==> src/rtl/serial_bit_feeder.sv <==
// Parallel-to-serial feeder for the serial pattern detector: WIDTH-bit words in, one bit per BIT_PERIOD clocks out.
// Optional even-parity trailer bit when SERIAL_FEEDER_PARITY_EN is defined.
module serial_bit_feeder #(
  parameter int WIDTH      = 8,
  parameter bit MSB_FIRST  = 1'b1,
  parameter int BIT_PERIOD = 1,
  parameter bit IDLE_LEVEL = 1'b1
) (
  input  logic             clk,
  input  logic             rst,
  input  logic [WIDTH-1:0] data_in,
  input  logic             data_valid,
  output logic             data_ready,
  output logic             dout,
  output logic             dout_valid,
  output logic             busy,
  output logic             done
);

  localparam int TICK_W = (BIT_PERIOD > 1) ? $clog2(BIT_PERIOD) : 1;
  localparam int CNT_W  = $clog2(WIDTH + 1);
  localparam logic [TICK_W-1:0] TICK_LAST = TICK_W'(BIT_PERIOD - 1);
  localparam logic [CNT_W-1:0]  BIT_LAST  = CNT_W'(WIDTH - 1);

  typedef enum logic [1:0] {
    IDLE  = 2'd0,
    SHIFT = 2'd1
`ifdef SERIAL_FEEDER_PARITY_EN
    , PARITY = 2'd2
`endif
  } state_t;

  state_t             state_q, state_d;
  logic [WIDTH-1:0]   shift_q, shift_d;
  logic [CNT_W-1:0]   bit_cnt_q, bit_cnt_d;
  logic [TICK_W-1:0]  tick_q, tick_d;
  logic               dout_q, dout_d;
  logic               dout_valid_q, dout_valid_d;
  logic               busy_q, busy_d;
  logic               done_q, done_d;
`ifdef SERIAL_FEEDER_PARITY_EN
  logic               par_q, par_d;
`endif

  function automatic logic even_parity(input logic [WIDTH-1:0] w);
    return ^w;
  endfunction

  function automatic logic head_bit(input logic [WIDTH-1:0] w);
    return MSB_FIRST ? w[WIDTH-1] : w[0];
  endfunction

  function automatic logic [WIDTH-1:0] advance(input logic [WIDTH-1:0] w);
    return MSB_FIRST ? {w[WIDTH-2:0], 1'b0} : {1'b0, w[WIDTH-1:1]};
  endfunction

  // Next-state and next-output computation
  always_comb begin
    state_d      = state_q;
    shift_d      = shift_q;
    bit_cnt_d    = bit_cnt_q;
    tick_d       = tick_q;
    dout_d       = dout_q;
    dout_valid_d = dout_valid_q;
    done_d       = 1'b0;
`ifdef SERIAL_FEEDER_PARITY_EN
    par_d        = par_q;
`endif
    case (state_q)
      IDLE: begin
        if (data_valid) begin
          state_d      = SHIFT;
          shift_d      = data_in;
          bit_cnt_d    = {CNT_W{1'b0}};
          tick_d       = {TICK_W{1'b0}};
          dout_d       = head_bit(data_in);
          dout_valid_d = 1'b1;
`ifdef SERIAL_FEEDER_PARITY_EN
          par_d        = even_parity(data_in);
`endif
        end else begin
          dout_d       = IDLE_LEVEL;
          dout_valid_d = 1'b0;
        end
      end
      SHIFT: begin
        if (tick_q == TICK_LAST) begin
          tick_d = {TICK_W{1'b0}};
          if (bit_cnt_q == BIT_LAST) begin
`ifdef SERIAL_FEEDER_PARITY_EN
            state_d = PARITY;
            dout_d  = par_q;
`else
            state_d      = IDLE;
            dout_d       = IDLE_LEVEL;
            dout_valid_d = 1'b0;
`endif
          end else begin
            shift_d   = advance(shift_q);
            bit_cnt_d = bit_cnt_q + CNT_W'(1);
            dout_d    = head_bit(advance(shift_q));
          end
        end else begin
          tick_d = tick_q + TICK_W'(1);
        end
      end
`ifdef SERIAL_FEEDER_PARITY_EN
      PARITY: begin
        if (tick_q == TICK_LAST) begin
          state_d      = IDLE;
          tick_d       = {TICK_W{1'b0}};
          dout_d       = IDLE_LEVEL;
          dout_valid_d = 1'b0;
        end else begin
          tick_d = tick_q + TICK_W'(1);
        end
      end
`endif
      default: begin
        state_d      = IDLE;
        dout_d       = IDLE_LEVEL;
        dout_valid_d = 1'b0;
      end
    endcase

    // done is registered, so it is raised one edge early for the final frame cycle
`ifdef SERIAL_FEEDER_PARITY_EN
    done_d = (state_d == PARITY) && (tick_d == TICK_LAST);
`else
    done_d = (state_d == SHIFT) && (bit_cnt_d == BIT_LAST) && (tick_d == TICK_LAST);
`endif
    busy_d = (state_d != IDLE);
  end

  // State and output registers with synchronous reset
  always_ff @(posedge clk) begin
    if (rst) begin
      state_q      <= IDLE;
      shift_q      <= {WIDTH{1'b0}};
      bit_cnt_q    <= {CNT_W{1'b0}};
      tick_q       <= {TICK_W{1'b0}};
      dout_q       <= IDLE_LEVEL;
      dout_valid_q <= 1'b0;
      busy_q       <= 1'b0;
      done_q       <= 1'b0;
`ifdef SERIAL_FEEDER_PARITY_EN
      par_q        <= 1'b0;
`endif
    end else begin
      state_q      <= state_d;
      shift_q      <= shift_d;
      bit_cnt_q    <= bit_cnt_d;
      tick_q       <= tick_d;
      dout_q       <= dout_d;
      dout_valid_q <= dout_valid_d;
      busy_q       <= busy_d;
      done_q       <= done_d;
`ifdef SERIAL_FEEDER_PARITY_EN
      par_q        <= par_d;
`endif
    end
  end

  assign data_ready = (state_q == IDLE) && !rst;
  assign dout       = dout_q;
  assign dout_valid = dout_valid_q;
  assign busy       = busy_q;
  assign done       = done_q;

endmodule

==> config.mk <==
export PLATFORM = sky130hd
export DESIGN_NAME = serial_bit_feeder
export DESIGN_NICKNAME = d
export VERILOG_FILES = /design/src/rtl/serial_bit_feeder.sv
export SDC_FILE = /design/constraint.sdc
export NUM_CORES = 1
export LEC_CHECK = 0
export CAP_MARGIN = 20
export CORE_MARGIN = 4
export CORE_UTILIZATION = 50
export DETAILED_ROUTE_END_ITERATION = 6
export DONT_BUFFER_PORTS = 1
export PLACE_DENSITY = 0.66
export SETUP_SLACK_MARGIN = 0.4
export SLEW_MARGIN = 25
export SYNTH_ARGS = -nofsm -noshare
export SYNTH_HDL_FRONTEND = slang
export SYNTH_SLANG_ARGS = --single-unit
==> constraint.sdc <==
create_clock -name clk -period 1.69 [get_ports clk]
set_input_delay 0.2535 -clock clk [delete_from_list [all_inputs] [get_ports clk]]
set_output_delay 0.2535 -clock clk [all_outputs]
set_load 0.01 [all_outputs]
# Word-level counts from Yosys, hierarchy flattened
# Cells that the tools add are included.
word_totals:
  wordCells: 51
  input_bits: 11
  regBits: 18
classes:
  n_reduce_logical: 9
  bitwise_logic: 1
  n_mux: 23
  add_sub_neg: 2
  n_eq_ne: 8
ops:
  columns: ["operator", "count"]
  rows:
  - ["7-bit two-way mux", 3]
  - ["7-bit case mux with 2 select lines", 1]
  - ["4-bit two-way mux", 3]
  - ["4-bit by 3-bit == test with 1-bit output, second input constant", 2]
  - ["1-bit two-way mux", 8]
  - ["2-bit inequality test, second input constant", 4]
  - ["4-bit case mux with 2 select lines", 1]
  - ["2-bit two-way mux", 3]
  - ["1-bit case mux with 2 select lines", 3]
  - ["4-bit by 1-bit adder with 4-bit output, second input constant", 1]
  - ["2-bit by 1-bit == test with 1-bit output, second input constant", 2]
  - ["2-bit case mux with 2 select lines", 1]
  - ["4-bit AND reduction", 1]
  - ["2-bit nonzero test", 2]
  - ["1-bit logical AND", 3]
  - ["2-bit logical NOT", 1]
  - ["2-bit AND reduction", 1]
  - ["1-bit adder, second input constant", 1]
  - ["1-bit logical NOT", 1]
  - ["1-bit NOT", 1]

# Longest topological paths before layout
# Gate-level depths: netlist of the first run.
logic_depth:
  ltp_word: 7
  mapped_depth: 6

# Worst setup path after synthesis of the first run
# Ideal clock, no wire load.
synth_timing:
  path_type: "register to register"
  start: "register bit_cnt_q[0]"
  end: "register shift_q[2]"
  setup_time_ns: 0.088
  t_arrival_ns: 1.356
  setup_slack_ns: 0.246
  period_less_slack_ns: 1.444
  path_buffers: 1
  path_stages_with_launch: 7
  cell_sequence: "dfxtp_1 -> ha_1 -> and3b_1 -> o21ai_4 -> buf_6 -> nor2_1 -> a311oi_2"
synth_via:
  elab_chain_cells: 3
synth_lines:
  columns: ["element", "line_no", "source"]
  rows:
  - ["start: declaration", "35", "logic [CNT_W-1:0] bit_cnt_q, bit_cnt_d;"]
  - ["start signal: assignment", "140", "bit_cnt_q <= {CNT_W{1'b0}};"]
  - ["start signal: assignment", "152", "bit_cnt_q <= bit_cnt_d;"]
  - ["4-bit by 3-bit == test with 1-bit output", "89", "if (bit_cnt_q == BIT_LAST) begin"]
  - ["2-bit inequality test (no source line)", null, null]
  - ["4-bit AND reduction (no source line)", null, null]
  - ["end signal: assignment", "139", "shift_q <= {WIDTH{1'b0}};"]
  - ["end signal: assignment", "151", "shift_q <= shift_d;"]
  - ["end: declaration", "34", "logic [WIDTH-1:0] shift_q, shift_d;"]
# Every way passes these cells.
# A chain may end at the register's enable or synchronous reset.

# Final worst setup path of the first run
layout_timing:
  start: "register state_q[1]"
  end: "register shift_q[3]"
layout_via:
  elab_chain_cells: 3
  elab_cells_between_ends: 8
  classes_between: "4 x eq/ne; 1 x mux; 3 x reduce/logical"
layout_lines:
  columns: ["element", "line_no", "source"]
  rows:
  - ["start: declaration", "33", "state_t state_q, state_d;"]
  - ["start signal: assignment", "150", "state_q <= state_d;"]
  - ["2-bit by 1-bit == test with 1-bit output or 2-bit logical NOT (tied branches)", "69", "case (state_q)"]
  - ["2-bit inequality test (no source line) or 2-bit nonzero test (tied branches)", null, null]
  - ["4-bit AND reduction (no source line)", null, null]
# Several ways; a longest one is shown, not always the timed one.

==> results of run 1 <==
## what timing repair did
action                                 in CTS  in global routing
endpoints found under the hold margin       2                  8
gates resized for setup                     5                  9
setup buffers                               8                  3
pin swaps                                   5                  4
setup endpoints to repair                  14                 14
## sequential cells by signal (all words and copies together) (netlist names)
| name | flops |
|---|---|
| shift_q | 7 |
| bit_cnt_q | 4 |
| state_q | 2 |
| busy | 1 |
| done | 1 |
| dout | 1 |
| dout_valid | 1 |
| tick_q | 1 |
## worst max-delay path by stage
stage                                    to  depth (start not counted)  slack, ns
finish              shift_q[3]$_SDFFE_PP0P_                          5       0.20
global route        shift_q[5]$_SDFFE_PP0P_                          5       0.13
CTS                 shift_q[3]$_SDFFE_PP0P_                          5       0.23
detailed placement  shift_q[3]$_SDFFE_PP0P_                          5       0.15
global placement            done$_SDFF_PP0_                          4       0.12
floorplan           shift_q[4]$_SDFFE_PP0P_                          5       0.30
## cell families (layout without fill, tap and decap cells)
family / after synthesis / count (layout) / share of synthesized area [%]
buffers and inverters: 8 / 23 / 5.029
muxes: 1 / 1 / 1.331
DFF: 18 / 18 / 42.60
and+or+nand+nor: 40 / 40 / 25.00
AOI/OAI and AO/OA: 24 / 24 / 24.12
other: 1 / 1 / 0.4434
adders and majority gates: 1 / 1 / 1.479
## per-stage QoR
step	instances	hold slack [ns]	utilization, %
5_1_grt	124	-0.02235	71.35
2_1_floorplan	93	0.3893	-
3_5_place_dp	107	0.3244	59.31
3_3_place_gp	107	0.3201	59.31
4_1_cts	121	0.0003942	67.50
6_report	124	0.006316	71.35
## placed cells by master (no fill, tap or decap), types with 2 or more instances in the layout
| cell | netlist | routed |
|---|---|---|
| dfxtp_1 | 18 | 13 |
| nand4b_1 | 2 | 2 |
| nand2_1 | 15 | 14 |
| nor2_4 | 0 | 4 |
| a311oi_2 | 4 | 5 |
| nor2_1 | 10 | 6 |
| a31oi_1 | 2 | 2 |
| buf_6 | 1 | 2 |
| or3b_4 | 1 | 2 |
| dfxtp_4 | 0 | 5 |
| buf_4 | 1 | 12 |
| inv_1 | 2 | 2 |
| a21oi_1 | 6 | 5 |
| nand3_1 | 2 | 2 |
| clkbuf_4 | 0 | 3 |
| dlygate4sd3_1 | 0 | 2 |
## routing by layer
layer / routed length, um / up-vias / GRT usage (%)
met5: 0 / - / 0
met4: 25 / 0 / 4.265
met3: 196 / 6 / 7.645
met2: 1150 / 42 / 33.48
met1: 913 / 398 / 22.68
li1: - / 367 / -
## layout make-up
cell class	instances	area [um^2]	area share (%)
inverter	2	7.507	0.6749
sequential	18	379.1	34.08
timing repair buffer	17	152.6	13.72
clock buffer	4	36.28	3.262
multi-input combinational	67	516.7	46.46
tap	16	20.02	1.800
## power by group
group	internal [mW]	leakage [nW]	switching, mW
Sequential	0.440	0.151	0.0216
Combinational	0.0654	0.235	0.0609
Clock	0.132	0.0210	0.138
Total	0.637	0.407	0.221
## critical path, delay by kind of cell (launching register included)
family,cells,cell delay (ns)
simple gates,2,0.42
buf+inv,1,0.18
compound gates,2,0.41
flops,1,0.39
==> results.yml, run 1 <==
hold_path:
  min_to: "tick_q$_SDFF_PP0_"
  hp-class: "in2reg"
  min_from: "rst"
  whs_path_depth: 1
worst_setup_path:
  r2r-end: "shift_q[3]$_SDFFE_PP0P_"
  slowest_delay_ns: 0.39
  ff2ff_path_depth: 5
  path_cells: "or3b_4, o21ai_4, buf_12, nor2_4, a311oi_2"
  r2r_slack_ns: 0.20
  crit_type: "reg2reg"
  worstPathMaxFanout: 7
  crit_start: "state_q[1]$_SDFF_PP0_"
  endpoint_kind: "flop"
  crit_required_ns: 1.91
  cpMaxStageDelayCell: "dfxtp_4"
  arrival_ns: 1.71
  reg2reg_from: "state_q[1]$_SDFF_PP0_"
  startpoint_type: "flop"
route:
  drt_iter0_markers: 25
  via_per_inst: 6.556
  finalWirelength_um: 2285
  drc: 0
  vias: 813
  drtPass1Iterations: 4
  ant_nets: 0
  wl_per_cell_um: 18.43
grt:
  grt_first_pass_wirelength_um: 3601
  track_usage_pct: 19.54
  grt_max_degree: 16
  overflow: 0
  grt_pass1_vias: 733
  antenna_found_initial: 0
job:
  max_cap_viol_count: 0
timing:
  fin_worst_skew_ns: 0.008512
  period_needed_ns: 1.487
  fmax_mhz: 672.7
  finalMaxSlewViolations: 0
  finalSetupTns_ns: 0
  post-route-period-util_pct: 87.96
  setup_violations: 0
  layout_setup_ws_ns: 0.2034
  hold_viol: 0
  rsz0062_at_grt: "yes"
die:
  dieArea_um2: 2414
  die_width_um: 49.13
  core_area_um2: 1559
  ios: 16
  placementRows: 14
  initial_core_util_pct: 54.25
  die_h_um: 49.13
cts:
  clockBufferDepth: 2
  clk_pin_slew_worst_paths_ns: 0.11
  cts_buffers: 3
  htree_num_levels: 1
  clockRootBuffer: "clkbuf_4"
  clkLatencyLatePin_ns: 0.30
  cts_tree: "yes"
  hold_buffers: 2
  cts_num_sinks: 18
synth:
  yosys.area.top_type: "dfxtp_1"
  synth-seq-cells: 18
  synth_top_flop_cell: "dfxtp_1"
  synth_top_area_share_pct: 42.60
  syn-num-nets: 105
  synth_area_um2: 845.8
  yosys-top-cells-count: "dfxtp_1 (18), nand2_1 (15), nor2_1 (10)"
  ys_seq_area_share_pct: 42.60
  synth_area_leaders: "dfxtp_1 (43%), a311oi_2 (7.1%), nand2_1 (6.7%)"
  async_flop_share_pct: 0
  syn_avg_cell_area_um2: 9.095
  yosysUniqueCellTypes: 38
  synth-edff-count: 0
  yosysMostFrequentCell: "dfxtp_1"
  syn_inst: 93
  yosysWarnings: 0
cells_and_area:
  final_nets: 121
  drive_above_1_share_pct: 40.74
  diodes: 0
  area_delta_synth_final_pct: 31.51
  fillers: 119
  postLayoutCellArea_um2: 1112
placement:
  port-buffer-count: 0
  dp_slack_ns: 0.1466
  gp_congestion: 0.8215
  place_area_um2: 924.6
  place_hpwl_um: 1335
run_status:
  outcome: "finished, final reports clean"
power_and_ir_drop:
  p_per_area_nw_per_um2: 771.3
  peakVddDrop_mv: 0.6776
  finalPower_mw: 0.8579
  p_leak_nw: 0.4073
Power figures use the tool's default switching activity.
==> run 2: changes to the inputs <==
--- a/config.mk
+++ b/config.mk
@@ -7,10 +7,11 @@
 export LEC_CHECK = 0
 export CAP_MARGIN = 20
 export CORE_MARGIN = 4
-export CORE_UTILIZATION = 50
+export CORE_UTILIZATION = 45
 export DETAILED_ROUTE_END_ITERATION = 6
 export DONT_BUFFER_PORTS = 1
-export PLACE_DENSITY = 0.66
+export PLACE_DENSITY = 0.61
+export RECOVER_POWER = 50
 export SETUP_SLACK_MARGIN = 0.4
 export SLEW_MARGIN = 25
 export SYNTH_ARGS = -nofsm -noshare
==> run 2 against run 1 <==
Die area increased by 9.3%; utilization shrank 8.6 points; sequential power about the same; critical endpoint is now shift_q[2]$_SDFFE_PP0P_; clock-buffer cell count stayed put; largest power group unchanged.
==> results.yml, run 2 (same netlist as run 1, synthesis figures left out) <==
run_status:
  outcome: "finished, final reports clean"
timing:
  whs_ns: 0.01175
  rsz0062_at_grt: "yes"
  finalSetupTns_ns: 0
  finalMaxSlewViolations: 0
  fmax_mhz: 657.6
  hold_viol: 0
  setup_violations: 0
  fin_worst_skew_ns: 0.004014
  post-route-period-util_pct: 89.98
  layout_setup_ws_ns: 0.1694
  period_needed_ns: 1.521
cts:
  clockRootBuffer: "clkbuf_4"
  clkLatencyLatePin_ns: 0.29
  cts_buffers: 3
  clk_pin_slew_worst_paths_ns: 0.11
  cts_tree: "yes"
  htree_num_levels: 1
  clockBufferDepth: 2
  cts_num_sinks: 18
grt:
  antenna_found_initial: 0
  grt_max_degree: 17
  grt_first_pass_wirelength_um: 3525
  track_usage_pct: 17.62
  overflow: 0
  grt_pass1_vias: 744
power_and_ir_drop:
  p_per_area_nw_per_um2: 789.5
  pwr-share-seq_pct: 53.5
  p_comb_share_pct: 15.5
  peakVddDrop_mv: 0.5696
  clock_power_share_pct: 31.0
  switching_share_pct: 25.13
  p_leak_nw: 0.3938
  power.switching_mw: 0.2175
  p_int_mw: 0.6479
  finalPower_mw: 0.8654
placement:
  place_hpwl_um: 1333
  dp_slack_ns: 0.1511
  port-buffer-count: 0
  gp_congestion: 0.7677
hold_path:
  min_from: "rst"
  hp-class: "in2reg"
  min_to: "tick_q$_SDFF_PP0_"
  whs_path_depth: 1
die:
  die_width_um: 51.36
  core_area_um2: 1745
  placementRows: 15
  initial_core_util_pct: 48.46
  die_h_um: 51.36
  ios: 16
  dieArea_um2: 2637
worst_setup_path:
  crit_required_ns: 1.87
  startpoint_type: "flop"
  path_cells: "or3b_4, o21ai_4, buf_4, buf_16, a311oi_2"
  critical_path.top_delay_family: "simple AND/OR/NAND/NOR gates"
  cpMaxStageDelayCell: "or3b_4"
  r2r-end: "shift_q[2]$_SDFFE_PP0P_"
  r2r_slack_ns: 0.17
  slowest_delay_ns: 0.42
  arrival_ns: 1.70
  cp.buffers_inverters: 2
  endpoint_kind: "flop"
  worstPathMaxFanout: 6
  crit_type: "reg2reg"
  ff2ff_path_depth: 5
  reg2reg_from: "state_q[0]$_SDFF_PP0_"
route:
  drtPass1Iterations: 4
  drc: 0
  wl_per_cell_um: 15.66
  via_per_inst: 5.519
  finalWirelength_um: 2051
  drt_iter0_markers: 10
  vias: 723
  ant_nets: 0
cells_and_area:
  drive_above_1_share_pct: 35.85
  diodes: 0
  largestRegisters: "shift_q x7, bit_cnt_q x4, state_q x2"
  largest_reg_flops: 7
  utilization_pct: 62.80
  final_cell_mix: "nand2_1 (15), dfxtp_1 (15), buf_4 (9)"
  fillers: 159
  largest-register: "shift_q"
  area_delta_synth_final_pct: 29.59
  final_nets: 119
job:
  max_cap_viol_count: 0
==> run 2: final cells by class <==
class | instances | area [um^2] | area share (%)
clock buffers | 4 | 36.28 | 3.311
well taps | 25 | 31.28 | 2.854
repair buffers | 15 | 143.9 | 13.13
multi-input cells | 67 | 505.5 | 46.12
flip-flops and latches | 18 | 371.6 | 33.90
inverters | 2 | 7.507 | 0.6849
==> run 2: timing repair <==
| item | CTS | global route |
|---|---|---|
| gates cloned | 1 | 0 |
| hold endpoints to repair | 0 | 2 |
| gates resized for setup | 12 | 3 |
| setup endpoints to repair | 11 | 12 |
| hold buffers | 0 | 1 |
| pin swaps | 4 | 4 |
| buffers inserted | 10 | 1 |
==> run 2: power groups by stage <==
stage | sequential, mW | clock, mW | combinational (mW)
5_1_grt | 0.466 | 0.293 | 0.145
3_5_place_dp | 0.476 | 0 | 0.0958
6_report | 0.463 | 0.268 | 0.134
3_3_place_gp | 0.475 | 0 | 0.0954
2_1_floorplan | 0.471 | 0 | 0.0908
4_1_cts | 0.461 | 0.268 | 0.132
==> run 2: worst reg2reg max path: stages (launching register included) <==
cell and delay (ns):
dfxtp_1 0.40, or3b_4 0.42, o21ai_4 0.23, buf_4 0.19
buf_16 0.11, a311oi_2 0.07
==> run 2: how the worst max path moves through the flow <==
| stage | from | to | slack [ns] | cells past startpoint |
|---|---|---|---|---|
| final | state_q[0]$_SDFF_PP0_ | shift_q[2]$_SDFFE_PP0P_ | 0.17 | 5 |
| after global routing | state_q[0]$_SDFF_PP0_ | shift_q[2]$_SDFFE_PP0P_ | 0.10 | 5 |
| after CTS | state_q[0]$_SDFF_PP0_ | shift_q[5]$_SDFFE_PP0P_ | 0.23 | 5 |
| after detailed placement | state_q[1]$_SDFF_PP0_ | shift_q[5]$_SDFFE_PP0P_ | 0.15 | 5 |
| after global placement | state_q[1]$_SDFF_PP0_ | shift_q[5]$_SDFFE_PP0P_ | 0.17 | 5 |
| after floorplan | tick_q$_SDFF_PP0_ | shift_q[4]$_SDFFE_PP0P_ | 0.30 | 5 |
==> run 2: metal layers <==
| layer | part of all wire, % | up-vias | routed length (um) | global-route usage [%] |
|---|---|---|---|---|
| met2 | 44 | 18 | 893 | 27.68 |
| met1 | 49 | 337 | 998 | 23.04 |
| met3 | 5.8 | 4 | 118 | 4.373 |
| met4 | 2.0 | 0 | 40 | 6.987 |
| li1 | - | 364 | - | - |
| met5 | 0 | - | 0 | 0 |
==> run 2: metrics by stage <==
stage                     area [um^2]  instances
after global placement          920.9        114
final                            1096        131
after floorplan                 904.6         93
after CTS                        1099        129
after global routing             1096        131
after detailed placement        920.9        114
==> run 3: changes to the inputs <==
--- a/config.mk
+++ b/config.mk
@@ -10,7 +10,7 @@
 export CORE_UTILIZATION = 45
 export DETAILED_ROUTE_END_ITERATION = 6
 export DONT_BUFFER_PORTS = 1
-export PLACE_DENSITY = 0.61
+export PLACE_DENSITY = 0.63
 export RECOVER_POWER = 50
 export SETUP_SLACK_MARGIN = 0.4
 export SLEW_MARGIN = 25
==> constraint.sdc (replaced) <==
create_clock -name clk -period 1.35 [get_ports clk]
set_input_delay 0.2025 -clock clk [delete_from_list [all_inputs] [get_ports clk]]
set_output_delay 0.2025 -clock clk [all_outputs]
set_load 0.01 [all_outputs]
==> run 3 against run 2 <==
Largest cell class unchanged; worst setup slack got worse by 0.36 ns; fmax decreased by 1.6%; total power is 36% higher; final area is 30% higher; highest routed layer unchanged; routed wire length up 34%; register-to-register slack lost 0.36 ns; via count grew 21%; sequential share of layout area decreased by 7.9 points; sequential cell count did not move; combinational power up 83%; global-route usage rose by 3.2 points; critical endpoint is now shift_q[4]$_SDFFE_PP0P_; the flow now finishes with violations (negative hold slack, negative setup slack); clock-buffer cell count stayed put.
==> results.yml, run 3 (same netlist as run 1, synthesis figures left out) <==
worst_setup_path:
  ff2ff_path_depth: 5
  worst-path-stages: 5
  critical_path.top_delay_family: "compound AO/OA/AOI/OAI gates"
  worstPathMaxFanout: 6
  crit_required_ns: 1.56
  cpMaxStageDelayCell: "or3b_4"
  slowest_delay_ns: 0.41
  path_cells: "or3b_4, o21ai_4, buf_12, nor2_4, a311oi_2"
  endpoint_kind: "flop"
  cp.buffers_inverters: 1
  arrival_ns: 1.75
  startpoint_type: "flop"
  crit_type: "reg2reg"
cells_and_area:
  final_cells: 152
  diodes: 0
  area_delta_synth_final_pct: 69.08
  postLayoutCellArea_um2: 1430
  largest_reg_flops: 7
  final_common_cell: "buf_6"
  largest-register: "shift_q"
  largestRegisters: "shift_q x7, bit_cnt_q x4, state_q x2"
  drive_above_1_share_pct: 61.42
  final_nets: 140
  final_cell_mix: "buf_6 (18), buf_4 (16), nand2_1 (13), dfxtp_1 (13)"
  fillers: 107
die:
  core_area_um2: 1745
  placementRows: 15
  die_width_um: 51.36
  die_h_um: 51.36
  ios: 16
  initial_core_util_pct: 48.46
  dieArea_um2: 2637
timing:
  period_needed_ns: 1.545
  post-route-period-util_pct: 114.4
  setup_violations: 10
  rsz0062_at_grt: "yes"
  fmax_mhz: 647.3
  layout_setup_ws_ns: -0.1950
  fin_worst_skew_ns: 0.004058
  hold_viol: 15
  whs_ns: -0.05335
  finalMaxSlewViolations: 0
power_and_ir_drop:
  p_leak_nw: 0.5382
  p_comb_share_pct: 20.8
  clock_power_share_pct: 29.7
  pwr-share-seq_pct: 49.5
  peakVddDrop_mv: 0.6453
  power.switching_mw: 0.3127
  switching_share_pct: 26.65
  p_int_mw: 0.8607
  p_per_area_nw_per_um2: 820.5
grt:
  antenna_found_initial: 0
  grt_first_pass_wirelength_um: 4015
  grt_max_degree: 17
  grt_pass1_vias: 857
  overflow: 0
  track_usage_pct: 20.84
route:
  ant_nets: 0
  drtPass1Iterations: 4
  finalWirelength_um: 2750
  vias: 877
  via_per_inst: 5.770
  drt_iter0_markers: 28
  drc: 0
  wl_per_cell_um: 18.09
cts:
  clkLatencyLatePin_ns: 0.30
  cts_buffers: 3
  clockRootBuffer: "clkbuf_4"
  cts_tree: "yes"
  clockBufferDepth: 2
  cts_num_sinks: 18
  htree_num_levels: 1
  clk_pin_slew_worst_paths_ns: 0.11
hold_path:
  whs_path_depth: 1
  hp-class: "in2reg"
job:
  max_cap_viol_count: 0
placement:
  gp_congestion: 0.7866
  port-buffer-count: 0
  place_hpwl_um: 1485
  place_area_um2: 1071
  dp_slack_ns: -0.1493
  place_inst: 132
run_status:
  outcome: "complete, but fails checks"
  failed_checks: "negative hold slack, negative setup slack"
==> run 3: cell types whose count changed in the layout (fill, tap and decap cells not counted), sizes merged <==
cell         previous run  this run
buf                    12        36
clkbuf                  6         4
dlygate4sd3             1         0
==> run 3: power by group through the flow <==
stage | sequential (mW) | clock (mW) | combinational [mW]
3_5_place_dp | 0.593 | 0 | 0.156
6_report | 0.581 | 0.348 | 0.245
2_1_floorplan | 0.591 | 0 | 0.119
3_3_place_gp | 0.593 | 0 | 0.152
5_1_grt | 0.584 | 0.371 | 0.261
4_1_cts | 0.580 | 0.345 | 0.224
==> run 3: path summary, 6_finish.rpt <==
kind | end | startpoint | slack (ns)
max | shift_q[4]$_SDFFE_PP0P_ | tick_q$_SDFF_PP0_ | -0.19
min | bit_cnt_q[1]$_SDFF_PP0_ | rst | -0.05
max reg2reg | shift_q[4]$_SDFFE_PP0P_ | tick_q$_SDFF_PP0_ | -0.19
min reg2reg | shift_q[2]$_SDFFE_PP0P_ | shift_q[1]$_SDFFE_PP0P_ | 0.51
==> run 3: metal layers <==
metal | GRT usage (%) | part of all wire, %
met1 | 25.31 | 40
met2 | 35.84 | 52
met3 | 3.499 | 6.0
met4 | 9.170 | 2.6
met5 | 0 | 0
==> run 3: per-stage QoR <==
step                utilization [%]  setup TNS [ns]  power [mW]
finish                        81.94          -1.295       1.173
global route                  81.94          -1.881       1.216
CTS                           76.56         -0.7328       1.149
detailed placement            61.36         -0.5531      0.7492
global placement              61.36         -0.2302      0.7443
floorplan                         -         -0.1723      0.7100
==> run 3: repair_timing <==
action | 4_1_cts | 5_1_grt
pin swaps | 13 | 13
gates resized for setup | 30 | 13
setup buffers | 10 | 6
setup endpoints to repair | 18 | 18
endpoints found under the hold margin | 15 | 15
==> run 3: final cells by class <==
type / count / area, um^2 / share of cell area (%)
repair buffers: 36 / 362.8 / 25.37
well taps: 25 / 31.28 / 2.187
clock buffers: 4 / 36.28 / 2.537
multi-input cells: 67 / 620.6 / 43.39
inverters: 2 / 7.507 / 0.5249
flip-flops and latches: 18 / 371.6 / 25.98
==> run 3: worst register-to-register path, stage by stage (launching register included) <==
cell	delay [ns]
dfxtp_4	0.36
or3b_4	0.41
o21ai_4	0.23
buf_12	0.17
nor2_4	0.04
a311oi_2	0.23
